--- src/rtl/dmem_pkg.sv ---
// -----------------------------------------------------------------------------
// dmem_pkg
// Shared definitions for the data-memory arbiter: default memory geometry,
// the requester owner tag and the command record carried into the memory
// command stage.
// Configuration macro: DMEM_ARB_LOCK_EN (used by rr_arbiter2 / dmem_arbiter).
// -----------------------------------------------------------------------------
package dmem_pkg;

    // Geometry of the 64-bit x 1024-entry data memory.
    localparam int DMEM_DATA_W = 64;
    localparam int DMEM_ADDR_W = 10;

    // Which requester owns an in-flight command.
    typedef logic owner_t;
    localparam owner_t OWN_REQ0 = 1'b0;
    localparam owner_t OWN_REQ1 = 1'b1;

    // One memory access as selected by the arbiter in the grant cycle.
    typedef struct packed {
        logic                   rd;
        logic                   wr;
        logic [DMEM_ADDR_W-1:0] addr;
        logic [DMEM_DATA_W-1:0] data;
        owner_t                 owner;
    } cmd_t;

endpackage

--- src/rtl/rr_arbiter2.sv ---
// -----------------------------------------------------------------------------
// rr_arbiter2
// Two-way round-robin arbiter. Grants are combinational from the requests and
// the registered pointer; the pointer always moves to favour the requester
// that was not just granted.
// With DMEM_ARB_LOCK_EN defined, a granted requester asserting its lock input
// becomes lock owner and keeps the bus while it holds req+lock, for at most
// LOCK_MAX consecutive grants.
//
// Ports:
//   clk, rst_n      clock, synchronous active-low reset
//   req0, req1      access requests
//   lock0, lock1    bus lock requests (DMEM_ARB_LOCK_EN only)
//   gnt0, gnt1      one-hot grant, forced low while reset is asserted
// -----------------------------------------------------------------------------
module rr_arbiter2
    import dmem_pkg::*;
#(
    parameter int LOCK_MAX = 16
) (
    input  logic clk,
    input  logic rst_n,
    input  logic req0,
    input  logic req1,
`ifdef DMEM_ARB_LOCK_EN
    input  logic lock0,
    input  logic lock1,
`endif
    output logic gnt0,
    output logic gnt1
);

    // ptr = 0 favours requester 0, ptr = 1 favours requester 1.
    logic ptr_q, ptr_d;
    logic gnt0_c, gnt1_c;

`ifdef DMEM_ARB_LOCK_EN
    localparam int CNT_W = $clog2(LOCK_MAX + 1);
    localparam logic [CNT_W-1:0] CNT_MAX = CNT_W'(LOCK_MAX);

    logic             own_vld_q, own_vld_d;
    owner_t           own_q, own_d;
    logic [CNT_W-1:0] cnt_q, cnt_d;
    logic [CNT_W-1:0] cnt_next;
    logic             lock_hold;
    logic             granted_lock;
`endif

    // NOTE: every variable gets a default at the top of always_comb so no
    // path leaves it unassigned and no latch is inferred.
    always_comb begin
        gnt0_c = req0 && (!req1 || !ptr_q);
        gnt1_c = req1 && (!req0 || ptr_q);

`ifdef DMEM_ARB_LOCK_EN
        // The owner keeps the bus only while it still asks for it and locks.
        lock_hold = own_vld_q &&
                    ((own_q == OWN_REQ0) ? (req0 && lock0) : (req1 && lock1));
        if (lock_hold) begin
            gnt0_c = (own_q == OWN_REQ0);
            gnt1_c = (own_q == OWN_REQ1);
        end
`endif

        // No grants while reset is held, so nothing enters the pipeline.
        gnt0_c = gnt0_c && rst_n;
        gnt1_c = gnt1_c && rst_n;

        ptr_d = ptr_q;
        if (gnt0_c) begin
            ptr_d = 1'b1;
        end else if (gnt1_c) begin
            ptr_d = 1'b0;
        end

`ifdef DMEM_ARB_LOCK_EN
        own_vld_d    = own_vld_q;
        own_d        = own_q;
        cnt_d        = cnt_q;
        cnt_next     = lock_hold ? (cnt_q + 1'b1) : {{(CNT_W-1){1'b0}}, 1'b1};
        granted_lock = (gnt0_c && lock0) || (gnt1_c && lock1);

        if (!lock_hold) begin
            own_vld_d = 1'b0;
            cnt_d     = '0;
        end

        if (granted_lock) begin
            if (cnt_next >= CNT_MAX) begin
                // Forced release; the pointer already favours the other side.
                own_vld_d = 1'b0;
                cnt_d     = '0;
            end else begin
                own_vld_d = 1'b1;
                own_d     = gnt1_c ? OWN_REQ1 : OWN_REQ0;
                cnt_d     = cnt_next;
            end
        end
`endif
    end

    // NOTE: sequential state is written only with non-blocking assignments.
    always_ff @(posedge clk) begin
        if (!rst_n) begin
            ptr_q     <= 1'b0;
`ifdef DMEM_ARB_LOCK_EN
            own_vld_q <= 1'b0;
            own_q     <= OWN_REQ0;
            cnt_q     <= '0;
`endif
        end else begin
            ptr_q     <= ptr_d;
`ifdef DMEM_ARB_LOCK_EN
            own_vld_q <= own_vld_d;
            own_q     <= own_d;
            cnt_q     <= cnt_d;
`endif
        end
    end

    assign gnt0 = gnt0_c;
    assign gnt1 = gnt1_c;

endmodule

--- src/rtl/dmem_arbiter.sv ---
// -----------------------------------------------------------------------------
// dmem_arbiter
// Arbiter and sequencer in front of the 64-bit x 1024-entry data memory.
// Cycle N: combinational grant. N+1: registered read or write command to the
// memory. N+2: read data registered back to the owning requester with a
// one-cycle rvalid pulse. Writes produce no response.
// Configuration macro: DMEM_ARB_LOCK_EN adds lock0/lock1; LOCK_MAX is only
// used when it is defined.
// DATA_W/ADDR_W must stay equal to the dmem_pkg geometry used by cmd_t.
//
// Ports:
//   clk, rst_n                      clock, synchronous active-low reset
//   req/we/addr/wdata 0,1           requester inputs, held until granted
//   gnt0, gnt1                      request accepted this cycle
//   rvalid0/rdata0, rvalid1/rdata1  read responses
//   mem_data_in, mem_read_adr,
//   mem_write_adr, mem_rd, mem_wr   registered memory command
//   mem_data_out                    memory read data, valid while mem_rd
//   lock0, lock1                    bus lock (DMEM_ARB_LOCK_EN only)
// -----------------------------------------------------------------------------
module dmem_arbiter
    import dmem_pkg::*;
#(
    parameter int DATA_W   = DMEM_DATA_W,
    parameter int ADDR_W   = DMEM_ADDR_W,
    parameter int LOCK_MAX = 16
) (
    input  logic              clk,
    input  logic              rst_n,

    input  logic              req0,
    input  logic              we0,
    input  logic [ADDR_W-1:0] addr0,
    input  logic [DATA_W-1:0] wdata0,
    output logic              gnt0,
    output logic              rvalid0,
    output logic [DATA_W-1:0] rdata0,

    input  logic              req1,
    input  logic              we1,
    input  logic [ADDR_W-1:0] addr1,
    input  logic [DATA_W-1:0] wdata1,
    output logic              gnt1,
    output logic              rvalid1,
    output logic [DATA_W-1:0] rdata1,

`ifdef DMEM_ARB_LOCK_EN
    input  logic              lock0,
    input  logic              lock1,
`endif

    output logic [DATA_W-1:0] mem_data_in,
    output logic [ADDR_W-1:0] mem_read_adr,
    output logic [ADDR_W-1:0] mem_write_adr,
    output logic              mem_rd,
    output logic              mem_wr,
    input  logic [DATA_W-1:0] mem_data_out
);

    // ---------------------------------------------------------------- grant
    rr_arbiter2 #(
        .LOCK_MAX (LOCK_MAX)
    ) u_arb (
        .clk   (clk),
        .rst_n (rst_n),
        .req0  (req0),
        .req1  (req1),
`ifdef DMEM_ARB_LOCK_EN
        .lock0 (lock0),
        .lock1 (lock1),
`endif
        .gnt0  (gnt0),
        .gnt1  (gnt1)
    );

    // ------------------------------------------------------ command stage
    cmd_t cmd_new;

    logic              rd_q, rd_d;
    logic              wr_q, wr_d;
    owner_t            owner_q, owner_d;
    logic [ADDR_W-1:0] rd_adr_q, rd_adr_d;
    logic [ADDR_W-1:0] wr_adr_q, wr_adr_d;
    logic [DATA_W-1:0] wdata_q, wdata_d;

    // ----------------------------------------------------- response stage
    logic              rvalid0_q, rvalid0_d;
    logic              rvalid1_q, rvalid1_d;
    logic [DATA_W-1:0] rdata0_q, rdata0_d;
    logic [DATA_W-1:0] rdata1_q, rdata1_d;

    always_comb begin
        // Select the granted requester's access; grants are one-hot.
        cmd_new.rd    = (gnt0 && !we0) || (gnt1 && !we1);
        cmd_new.wr    = (gnt0 &&  we0) || (gnt1 &&  we1);
        cmd_new.addr  = gnt1 ? addr1  : addr0;
        cmd_new.data  = gnt1 ? wdata1 : wdata0;
        cmd_new.owner = gnt1 ? OWN_REQ1 : OWN_REQ0;

        rd_d    = cmd_new.rd;
        wr_d    = cmd_new.wr;
        owner_d = cmd_new.owner;

        // Address/data registers only move when their strobe fires.
        rd_adr_d = cmd_new.rd ? cmd_new.addr : rd_adr_q;
        wr_adr_d = cmd_new.wr ? cmd_new.addr : wr_adr_q;
        wdata_d  = cmd_new.wr ? cmd_new.data : wdata_q;

        // Memory data is valid in the command cycle; capture it for the owner.
        rvalid0_d = rd_q && (owner_q == OWN_REQ0);
        rvalid1_d = rd_q && (owner_q == OWN_REQ1);
        rdata0_d  = rvalid0_d ? mem_data_out : rdata0_q;
        rdata1_d  = rvalid1_d ? mem_data_out : rdata1_q;
    end

    // Reset drops any in-flight command and response.
    always_ff @(posedge clk) begin
        if (!rst_n) begin
            rd_q      <= 1'b0;
            wr_q      <= 1'b0;
            owner_q   <= OWN_REQ0;
            rd_adr_q  <= '0;
            wr_adr_q  <= '0;
            wdata_q   <= '0;
            rvalid0_q <= 1'b0;
            rvalid1_q <= 1'b0;
            rdata0_q  <= '0;
            rdata1_q  <= '0;
        end else begin
            rd_q      <= rd_d;
            wr_q      <= wr_d;
            owner_q   <= owner_d;
            rd_adr_q  <= rd_adr_d;
            wr_adr_q  <= wr_adr_d;
            wdata_q   <= wdata_d;
            rvalid0_q <= rvalid0_d;
            rvalid1_q <= rvalid1_d;
            rdata0_q  <= rdata0_d;
            rdata1_q  <= rdata1_d;
        end
    end

    assign mem_rd        = rd_q;
    assign mem_wr        = wr_q;
    assign mem_read_adr  = rd_adr_q;
    assign mem_write_adr = wr_adr_q;
    assign mem_data_in   = wdata_q;
    assign rvalid0       = rvalid0_q;
    assign rvalid1       = rvalid1_q;
    assign rdata0        = rdata0_q;
    assign rdata1        = rdata1_q;

endmodule

--- config.mk ---
export PLATFORM = sky130hd
export DESIGN_NAME = dmem_arbiter
export DESIGN_NICKNAME = d
export VERILOG_FILES = /design/src/rtl/dmem_pkg.sv /design/src/rtl/rr_arbiter2.sv /design/src/rtl/dmem_arbiter.sv
export SDC_FILE = /design/constraint.sdc
export NUM_CORES = 1
export LEC_CHECK = 0
export BUFFER_PORTS_ARGS = -buffer_cell sky130_fd_sc_hd__buf_2
export CORE_AREA = 3 3 168 170
export DETAILED_ROUTE_END_ITERATION = 8
export DIE_AREA = 0 0 171 173
export GPL_TIMING_DRIVEN = 0
export PLACE_DENSITY = 0.56
export SYNTH_ARGS = -nofsm -noshare
export SYNTH_HDL_FRONTEND = slang
export SYNTH_SLANG_ARGS = --single-unit
--- constraint.sdc ---
create_clock -name clk -period 4.34 [get_ports clk]
set_clock_uncertainty 0.1 [all_clocks]
set_input_delay 0.651 -clock clk [delete_from_list [all_inputs] [get_ports clk]]
set_output_delay 0.651 -clock clk [all_outputs]
set_load 0.03 [all_outputs]
Yosys cells after proc, flatten, opt, wreduce, memory -nomap -nowiden --
Index checks and enable logic that the tools add are counted.
Cells by class: multiplexer cells 5, bitwise operators 1, reduce and logical (&&, ||, !) cells 20
Operators by type and width (number):
- two-way mux 64 bit | 1
- logical AND 1 bit | 10
- two-way mux 10 bit | 1
- zero test 1 bit | 5
- logical OR 1 bit | 4
- two-way mux 1 bit | 3
- nonzero test 2 bit | 1
- NOT 1 bit | 1
Word-level totals: register bits 218

Depth between registers and ports, before layout --
Gate-level depths: netlist of run 1.
word-level depth 6, gate-level depth with buffers 7, mapped depth without buffers 4

By module --
Synthesis of run 1 repeated with hierarchy kept, for this count alone.
Unflattened totals: cell total of the unflattened synthesis 953, area, all modules 8809.7 µm²
By module, submodules not included:
- dmem_arbiter | instances 1, cells an instance 946, area each 8747.1 µm²
- rr_arbiter2 | instances 1, cells an instance 7, area each 62.6 µm²

Worst setup path after synthesis of run 1 --
OpenSTA, ideal clock, no wires.
path kind input-to-output, start input req0, end output gnt1, arrival 1210 ps, setup slack 2379 ps, stages on the path 4, buffers on the path 2, cell sequence nand2b_4 -> and3_1 -> buf_4 -> buf_4
Between the ends: longest elaborated chain between the ends 4
Ends and longest elaborated chain:
- start, declared | RTL line dmem_arbiter.sv:31 | input logic req0,
- zero test 1 bit | RTL line rr_arbiter2.sv:53 | gnt1_c = req1 && (!req0 || ptr_q);
- logical OR 1 bit | RTL line rr_arbiter2.sv:53
- logical AND 1 bit | RTL line rr_arbiter2.sv:53
- logical AND 1 bit | RTL line rr_arbiter2.sv:67 | gnt1_c = gnt1_c && rst_n;
- end, declared | RTL line dmem_arbiter.sv:43 | output logic gnt1,
Every way passes these cells.

Final worst setup path of run 1 --
start register u_arb.ptr_q, end output gnt1
Between the ends: longest elaborated chain between the ends 3
Ends and longest elaborated chain:
- start, declared | RTL line rr_arbiter2.sv:34 | logic ptr_q, ptr_d;
- start signal, assigned | RTL line rr_arbiter2.sv:112 | ptr_q <= ptr_d;
- logical OR 1 bit | RTL line rr_arbiter2.sv:53
- logical AND 1 bit | RTL line rr_arbiter2.sv:53
- logical AND 1 bit | RTL line rr_arbiter2.sv:67
Every way passes these cells.

==> impl_metrics.json, run 1 <==
{
  "crit_chain": "nand2b_4 > and3_1 > buf_4 > buf_4 > buf_2",
  "gr-usage-met2_pct": 34.6,
  "gr-usage-met1_pct": 23.0,
  "yosysWarnings": 0,
  "synthArstFlopShare_pct": 0,
  "firstDrtPassIters": 4,
  "maxSlewHeadroom_pct": 55.4,
  "min_delay_path_depth": 3,
  "dpl_cell_area_um2": 10600,
  "post_cts.repair.setup_buffers": 0,
  "required_ns": 3.59,
  "r2r-end": "mem_read_adr[9]$_SDFFE_PN0P_",
  "outcome": "completed",
  "vias": 7773,
  "routed_wl_um": 30500,
  "grt_pass1_vias": 7579,
  "criticalPathCategory": "register to primary output",
  "setup-violations-final": 0,
  "clk_latency_ns": 0.50,
  "multi_input_area_um2": 3210,
  "ys_seq_area_share_pct": 54.6,
  "synth_ff_type": "dfxtp_1",
  "core_um2": 26900,
  "syn_nets": 1080,
  "path_delay_family": "buffers and inverters",
  "h-tree-depth": 1,
  "grt_overflow_total": 0,
  "ir_drop_mv": 0.232,
  "hold_path_end": "rdata0[15]$_SDFFE_PN0P_",
  "syn_to_final_growth_pct": 42.6,
  "avgRoutedWirePerCell_um": 18.1,
  "clkTransAtPathRegs_ns": 0.06,
  "start_kind": "register",
  "antenna_left": 0,
  "start_util_pct": 29.7,
  "clock-sinks": 218,
  "rsz0062_at_grt": "no",
  "grt_busiest_layer": "met2",
  "drtIter0Drc": 336,
  "synthesis.area_um2": 7990,
  "reg2reg_depth": 6,
  "nFillCells": 2788,
  "crit-reg2reg-launch": "u_arb.ptr_q$_SDFFE_PN0P_",
  "rows": 60,
  "seqCellArea_um2": 4360,
  "p_leak_uw": 0.00512,
  "hp-start": "mem_data_out[15]",
  "synth_top_area_share_pct": 54.6,
  "hpwl_um": 23900,
  "synth_top_area_cell": "dfxtp_1",
  "critPathBufInv": 3,
  "maxCapViolations": 0,
  "hold_viol": 0,
  "vias_per_cell": 4.62,
  "fin_crit_sh_pct": 58.1,
  "cp.arrival_ns": 1.77,
  "nNetsFinal": 1541,
  "synthTopCellsByCount": "nand2_1, dfxtp_1, a21oi_1",
  "powerDensity_nw_per_um2": 432,
  "final_cell_area_um2": 11400,
  "cts_tree": "built",
  "clock_tree.root_cell": "clkbuf_16",
  "ctsHoldBuffers": 0,
  "synthMostInstantiatedCell": "nand2_1",
  "synth-seq-cells": 218,
  "finalSetupTns_ns": 0,
  "gp_congestion": 0.803,
  "use_met3_pct": 5.60,
  "antenna_found_initial": 5,
  "crit_path_max_fanout": 10,
  "grt_max_degree": 14,
  "clock.fmax_ghz": 0.397,
  "synth_edf_count": 0,
  "grt_use_total_pct": 19.3,
  "report.final.slew_viol_count": 0,
  "grt_pass1_wl_um": 45000,
  "pin_count": 436,
  "cts-resized-gates": 0,
  "fp.dieH_um": 173,
  "numPortBuffers": 435,
  "synthDistinctLibCells": 23,
  "hp-class": "input pin to register",
  "clk_path_buf_depth": 3,
  "synth_cells": 862,
  "slowest_stage": "dfxtp_1",
  "cpMostUsedCell": "buf_4",
  "dieWidth_um": 171,
  "r2r_slack_ns": 2.50,
  "crit_path_end_kind": "primary output",
  "die_area_um2": 29600,
  "numCtsBuffers": 24,
  "min_period_ns": 2.52,
  "ys_top_cells_by_area": "dfxtp_1, nand2_1, mux2i_1, a21oi_1, o2bb2ai_1",
  "crit_path_max_incr_delay_ns": 0.36,
  "post-route-util_pct": 42.4,
  "syn_area_per_cell_um2": 9.27,
  "worst_slew_pin_slew_ns": 0.668,
  "drc": 0,
  "drive_gt1_share_pct": 37.5
}
tightest hold or removal path, stage by stage:
cell,delay [ns]
buf_2,0.10
nand2_1,0.05
a21oi_1,0.05
state kept, by name, summed over array words and instances, names as in the netlist:
signal,count
rdata0,64
mem_read_adr,10
mem_rd,1
mem_wr,1
u_arb.ptr_q,1
owner_q,1
rvalid1,1
mem_data_in,64
mem_write_adr,10
rdata1,64
rvalid0,1
metal layers:
metal | up-vias | routed length (um)
li1 | 3869 | -
met2 | 305 | 15300
met5 | - | 34
met1 | 3556 | 12200
met3 | 37 | 2550
met4 | 6 | 480
placed cells by master (no fill, tap or decap), types with 2 or more instances in the layout:
cell	Yosys	final
and2_1	3	3
o2bb2ai_1	74	74
mux2i_1	74	74
and3_1	2	2
inv_1	2	2
nand2_1	258	258
clkinv_2	0	4
a21oi_1	139	139
dfxtp_1	218	218
buf_1	13	13
inv_2	2	2
clkbuf_1	31	37
a32o_1	2	2
clkbuf_8	0	4
o21ai_0	10	10
bufinv_16	0	2
buf_12	6	6
clkbuf_16	0	25
buf_2	15	450
nor2_1	3	3
buf_4	4	4
through the flow:
step           hold slack [ns]  power, uW  setup WS (ns)  instances
5_1_grt                  0.270       5140           1.75       1682
6_report                 0.286       4930           1.82       1682
3_5_place_dp             0.342       2910           1.79       1638
3_3_place_gp             0.338       2910           1.81       1638
2_1_floorplan            0.447       2610           2.38        862
4_1_cts                  0.260       4990           1.79       1681
how the worst max path moves through the flow:
stage                        startpoint    to  slack (ns)  cells after the start
2_1_floorplan                      req0  gnt1        2.38                      4
3_3_place_gp                      rst_n  gnt0        1.81                      4
3_5_place_dp                      rst_n  gnt0        1.79                      4
4_1_cts                           rst_n  gnt0        1.79                      4
5_1_grt        u_arb.ptr_q$_SDFFE_PN0P_  gnt1        1.75                      5
6_report       u_arb.ptr_q$_SDFFE_PN0P_  gnt1        1.82                      5
kinds of logic after synthesis:
group	after synthesis	share of synthesized area, %
compound gates	226	17.8
mux	74	9.27
simple gates	270	13.1
flops	218	54.6
buf+inv	74	5.21
layout make-up:
class                           count  share of cell area (%)
Antenna cell                        1                  0.0220
Clock inverter                      8                   0.845
Buffer                             70                    3.52
Tap cell                          341                    3.74
Timing Repair Buffer              435                    19.1
Clock buffer                       35                    6.17
Sequential cell                   218                    38.3
Inverter                            4                   0.132
Multi-Input combinational cell    570                    28.2
where the power goes:
part,total [uW],switching [uW],internal (uW)
registers,2150,49.3,2100
clock network,2060,823,1240
logic,714,468,246
total,4930,1340,3590
Power figures use the tool's default switching activity.
==> inputs of run 2 (changes only) <==
- clock period: 4.34 -> 2.5 ns (I/O delays scaled with it)
==> run 2 against run 1 <==
  * Critical path depth did not move
  * Sequential share of layout area fell by 1.4 points
  * Power rose by 75%
  * Worst hold slack got worse by 0.27 ns
  * Largest power group unchanged
  * First-iteration DRC count fell by 2.4%
  * Setup slack got worse by 1.6 ns
==> impl_metrics.json, run 2 (same netlist as run 1, synthesis figures left out) <==
{
  "outcome": "completed",
  "start_util_pct": 29.7,
  "rows": 60,
  "hp-class": "input pin to register",
  "clk_latency_ns": 0.50,
  "final_common_cell": "buf_2",
  "numCtsBuffers": 24,
  "h-tree-depth": 1,
  "clock_tree.root_cell": "clkbuf_16",
  "routed_wl_um": 30900,
  "drc": 0,
  "antenna_left": 0,
  "setup-violations-final": 0,
  "dpl_cell_area_um2": 10600,
  "criticalPathCategory": "register to primary output",
  "grt_max_degree": 14,
  "antenna_found_initial": 4,
  "clock-sinks": 218,
  "holdWs_ns": 0.0208,
  "report.final.slew_viol_count": 0,
  "rsz0062_at_grt": "no",
  "fin_crit_sh_pct": 89.5,
  "ctsHoldBuffers": 44,
  "clk_path_buf_depth": 3,
  "critPathBufInv": 3,
  "worst_slew_pin_slew_ns": 0.663,
  "ir_drop_mv": 0.403,
  "pin_count": 436,
  "grt_overflow_total": 0,
  "clock.fmax_ghz": 0.447,
  "syn_to_final_growth_pct": 48.1,
  "start_kind": "register",
  "final-instance-count-excl-fill": 1726,
  "firstDrtPassIters": 5,
  "die_area_um2": 29600,
  "nNetsFinal": 1585,
  "numPortBuffers": 435,
  "crit_path_max_incr_delay_ns": 0.36,
  "slowest_stage": "dfxtp_1",
  "maxSlewHeadroom_pct": 55.8,
  "powerDensity_nw_per_um2": 728,
  "drive_gt1_share_pct": 36.3,
  "drtIter0Drc": 328,
  "maxCapViolations": 0,
  "fp.dieH_um": 173,
  "crit_path_end_kind": "primary output",
  "grt_pass1_vias": 7778,
  "path_delay_family": "buffers and inverters",
  "gp_congestion": 0.803,
  "hpwl_um": 23900,
  "required_ns": 2.03,
  "final_cell_area_um2": 11800,
  "cpMostUsedCell": "buf_4",
  "vias_per_cell": 4.59,
  "hold_viol": 0,
  "p_leak_uw": 0.00531,
  "crit_chain": "nand2b_4 > and3_1 > buf_4 > buf_4 > buf_2",
  "min_period_ns": 2.24,
  "post_cts.repair.setup_buffers": 0,
  "vias": 7922,
  "dieWidth_um": 171,
  "clkTransAtPathRegs_ns": 0.06,
  "cts_tree": "built",
  "nFillCells": 2739,
  "finalSetupTns_ns": 0,
  "crit_path_max_fanout": 10,
  "grt_use_total_pct": 19.6,
  "dpl.cell_count": 1638,
  "layout_common_cells": "buf_2, nand2_1, dfxtp_1, a21oi_1",
  "cts-resized-gates": 0,
  "core_um2": 26900,
  "grt_pass1_wl_um": 45700,
  "avgRoutedWirePerCell_um": 17.9,
  "cp.arrival_ns": 1.76,
  "post-route-util_pct": 44.0
}
run 2: cell count changes in the layout (fill, tap and decap cells not counted):
cell           previous run  this run
dlygate4sd3_1             0        44
run 2: per-stage QoR:
step                power, uW  setup slack (ns)
finish                   8620             0.262
global route             8980             0.187
CTS                      8730             0.238
detailed placement       5060             0.323
global placement         5050             0.352
floorplan                4520              1.02
run 2: final timing paths:
check,start,endpoint,slack [ns],cells past startpoint
worst min-delay path,mem_data_out[10],rdata0[10]$_SDFFE_PN0P_,0.02,3
worst max-delay path,u_arb.ptr_q$_SDFFE_PN0P_,gnt1,0.26,5
worst min register to register,rdata0[3]$_SDFFE_PN0P_,rdata0[3]$_SDFFE_PN0P_,0.35,2
worst max register to register,u_arb.ptr_q$_SDFFE_PN0P_,mem_read_adr[6]$_SDFFE_PN0P_,0.67,6
run 2: cell type report:
type	instances	area (um^2)	share of cell area [%]
Sequential cell	218	4360	36.9
Timing Repair Buffer	479	2620	22.1
Antenna cell	1	2.50	0.0211
Buffer	70	402	3.39
Multi-Input combinational cell	570	3210	27.1
Tap cell	341	427	3.60
Clock buffer	35	703	5.94
Clock inverter	8	96.3	0.814
Inverter	4	15.0	0.127
run 2: layer usage:
layer,track usage (%),part of all wire [%]
met4,4.19,1.7
met1,23.2,40
met3,5.67,8.2
met5,0,0.068
met2,35.0,50
run 2: report_power, final:
part,total (uW),switching (uW),internal [uW]
clock network,3590,1440,2150
logic,1300,826,472
registers,3730,86.0,3640
total,8620,2350,6270
run 2: worst register-to-register path, stage by stage (launching register included):
cell and delay [ns]:
dfxtp_1 0.36, nand2b_4 0.17, and3_1 0.16, buf_4 0.13, buf_6 0.21, mux2i_1 0.45
a21oi_1 0.12
==> inputs of run 3 (changes only) <==
- PLACE_DENSITY: 0.56 -> 0.58
- clock period: 2.5 -> 2 ns (I/O delays scaled with it)
==> run 3 against run 2 <==
  * Global-route usage up 2.4 points
  * Via count grew 11%
  * First-iteration DRC count increased by 13%
  * Sequential power increased by 25%
  * Combinational power rose by 47%
  * Non-clock buffer count rose by 158
  * Critical path depth down 1
  * Wire length up 9.6%
  * Sequential cell count did not move
  * Critical path type unchanged
  * Critical endpoint is now gnt0
  * Largest power group unchanged
==> impl_metrics.json, run 3 (same netlist as run 1, synthesis figures left out) <==
{
  "outcome": "completed",
  "clk_path_buf_depth": 3,
  "slowest_stage": "dfxtp_2",
  "grt_max_degree": 13,
  "setup-violations-final": 0,
  "vias": 8826,
  "crit-reg2reg-launch": "u_arb.ptr_q$_SDFFE_PN0P_",
  "clock_tree.root_cell": "clkbuf_16",
  "hold_viol": 0,
  "holdWs_ns": 0.0329,
  "drtIter0Drc": 369,
  "worst_slew_pin_slew_ns": 0.714,
  "criticalPathCategory": "register to primary output",
  "final_common_cell": "buf_2",
  "required_ns": 1.60,
  "grt_pass1_wl_um": 51600,
  "hp-start": "addr1[0]",
  "gp_congestion": 0.810,
  "cp.depth": 4,
  "grt_use_total_pct": 22.0,
  "avgRoutedWirePerCell_um": 17.9,
  "drive_gt1_share_pct": 32.8,
  "h-tree-depth": 1,
  "antenna_found_initial": 5,
  "numCtsBuffers": 24,
  "maxCapViolations": 0,
  "routed_wl_um": 33800,
  "r2r_slack_ns": 0.17,
  "hpwl_um": 23800,
  "dieWidth_um": 171,
  "pin_count": 436,
  "drc": 0,
  "ir_drop_mv": 0.458,
  "grt_overflow_total": 0,
  "fp.dieH_um": 173,
  "syn_to_final_growth_pct": 68.5,
  "dpl.cell_count": 1638,
  "powerDensity_nw_per_um2": 825,
  "clock-sinks": 218,
  "clk_latency_ns": 0.50,
  "top_layer_used": "met4",
  "fin_crit_sh_pct": 96.1,
  "crit_path_max_incr_delay_ns": 0.32,
  "final-instance-count-excl-fill": 1886,
  "cp.arrival_ns": 1.52,
  "path_delay_family": "buffers and inverters",
  "dr_wl_met2_um": 16900,
  "p_leak_uw": 0.00598,
  "maxSlewHeadroom_pct": 52.4,
  "startpoint": "u_arb.ptr_q$_SDFFE_PN0P_",
  "min_period_ns": 1.92,
  "reg2reg_depth": 6,
  "core_um2": 26900,
  "clock.fmax_ghz": 0.520,
  "rsz0062_at_grt": "no",
  "crit_chain": "buf_4 > a21boi_2 > and2_1 > buf_2",
  "layout_common_cells": "buf_2, nand2_1, dfxtp_1, dlygate4sd3_1, a21oi_1",
  "firstDrtPassIters": 4,
  "grt_pass1_vias": 9273,
  "die_area_um2": 29600,
  "vias_per_cell": 4.68,
  "antenna_left": 0,
  "numPortBuffers": 435,
  "wl_met1_um": 12800,
  "crit_path_max_fanout": 3,
  "nNetsFinal": 1743,
  "wl_met3_um": 2720,
  "cts_tree": "built",
  "min_delay_path_depth": 3,
  "hp-class": "input pin to register",
  "start_util_pct": 29.7,
  "start_kind": "register",
  "crit_path_end_kind": "primary output",
  "power_uw": 11100,
  "clkTransAtPathRegs_ns": 0.06,
  "rows": 60,
  "report.final.slew_viol_count": 0,
  "critPathBufInv": 2
}
==> run 3: cell types whose count changed in the layout (fill, tap and decap cells not counted) <==
| cell | before | now |
|---|---|---|
| dfxtp_2 | 0 | 1 |
| bufinv_16 | 2 | 1 |
| clkbuf_1 | 37 | 35 |
| buf_6 | 1 | 2 |
| diode_2 | 1 | 5 |
| clkinv_2 | 4 | 0 |
| buf_2 | 450 | 449 |
| dfxtp_1 | 218 | 217 |
| dlygate4sd3_1 | 44 | 201 |
| clkinvlp_4 | 1 | 0 |
| and3_1 | 2 | 1 |
| clkbuf_8 | 4 | 10 |
| and3_2 | 0 | 1 |
| buf_12 | 6 | 7 |
==> run 3: power by group <==
part	internal, uW	switching, uW	total (uW)
logic	797	1110	1910
registers	4560	110	4670
clock network	2770	1760	4530
==> run 3: cell type report <==
class	count	area [um^2]
fill	2516	13400
sequential	218	4370
timing repair buffer	638	4210
multi-input combinational	570	3210
clock buffer	39	778
tap	341	427
buffer	69	407
clock inverter	2	38.8
inverter	4	15.0
antenna	5	12.5
==> run 3: metal layers <==
metal  global-route usage [%]  up-vias
li1                         -     4279
met1                     23.6     4075
met2                     40.2      374
met4                     9.42        0
met3                     5.78       98
met5                        0        -
==> run 3: timing repair <==
action / CTS / global route
buffers inserted: 1 / 1
setup endpoints to repair: 1 / 1
endpoints found under the hold margin: 200 / 0
gates cloned: 0 / 0
hold buffers: 201 / 0
resized for setup: 6 / 1
==> run 3: metrics by stage <==
| step | setup TNS (ns) | setup slack, ns | util, % | area [um^2] |
|---|---|---|---|---|
| detailed placement | -5.76 | -0.130 | 39.4 | 10600 |
| global route | 0 | 0.0121 | 50.1 | 13500 |
| CTS | 0 | 0.00407 | 50.1 | 13500 |
| floorplan | 0 | 0.521 | - | 7990 |
| finish | 0 | 0.0776 | 50.1 | 13500 |
| global placement | -3.65 | -0.0864 | 39.4 | 10600 |
==> run 3: final timing paths <==
check | end
max | gnt0
max reg2reg | mem_data_in[42]$_SDFFE_PN0P_
min reg2reg | rdata0[44]$_SDFFE_PN0P_
min | mem_write_adr[0]$_SDFFE_PN0P_
==> run 3: worst min-delay path, cell delays in order <==
cell	delay (ns)
buf_2	0.08
mux2i_1	0.10
o2bb2ai_1	0.13
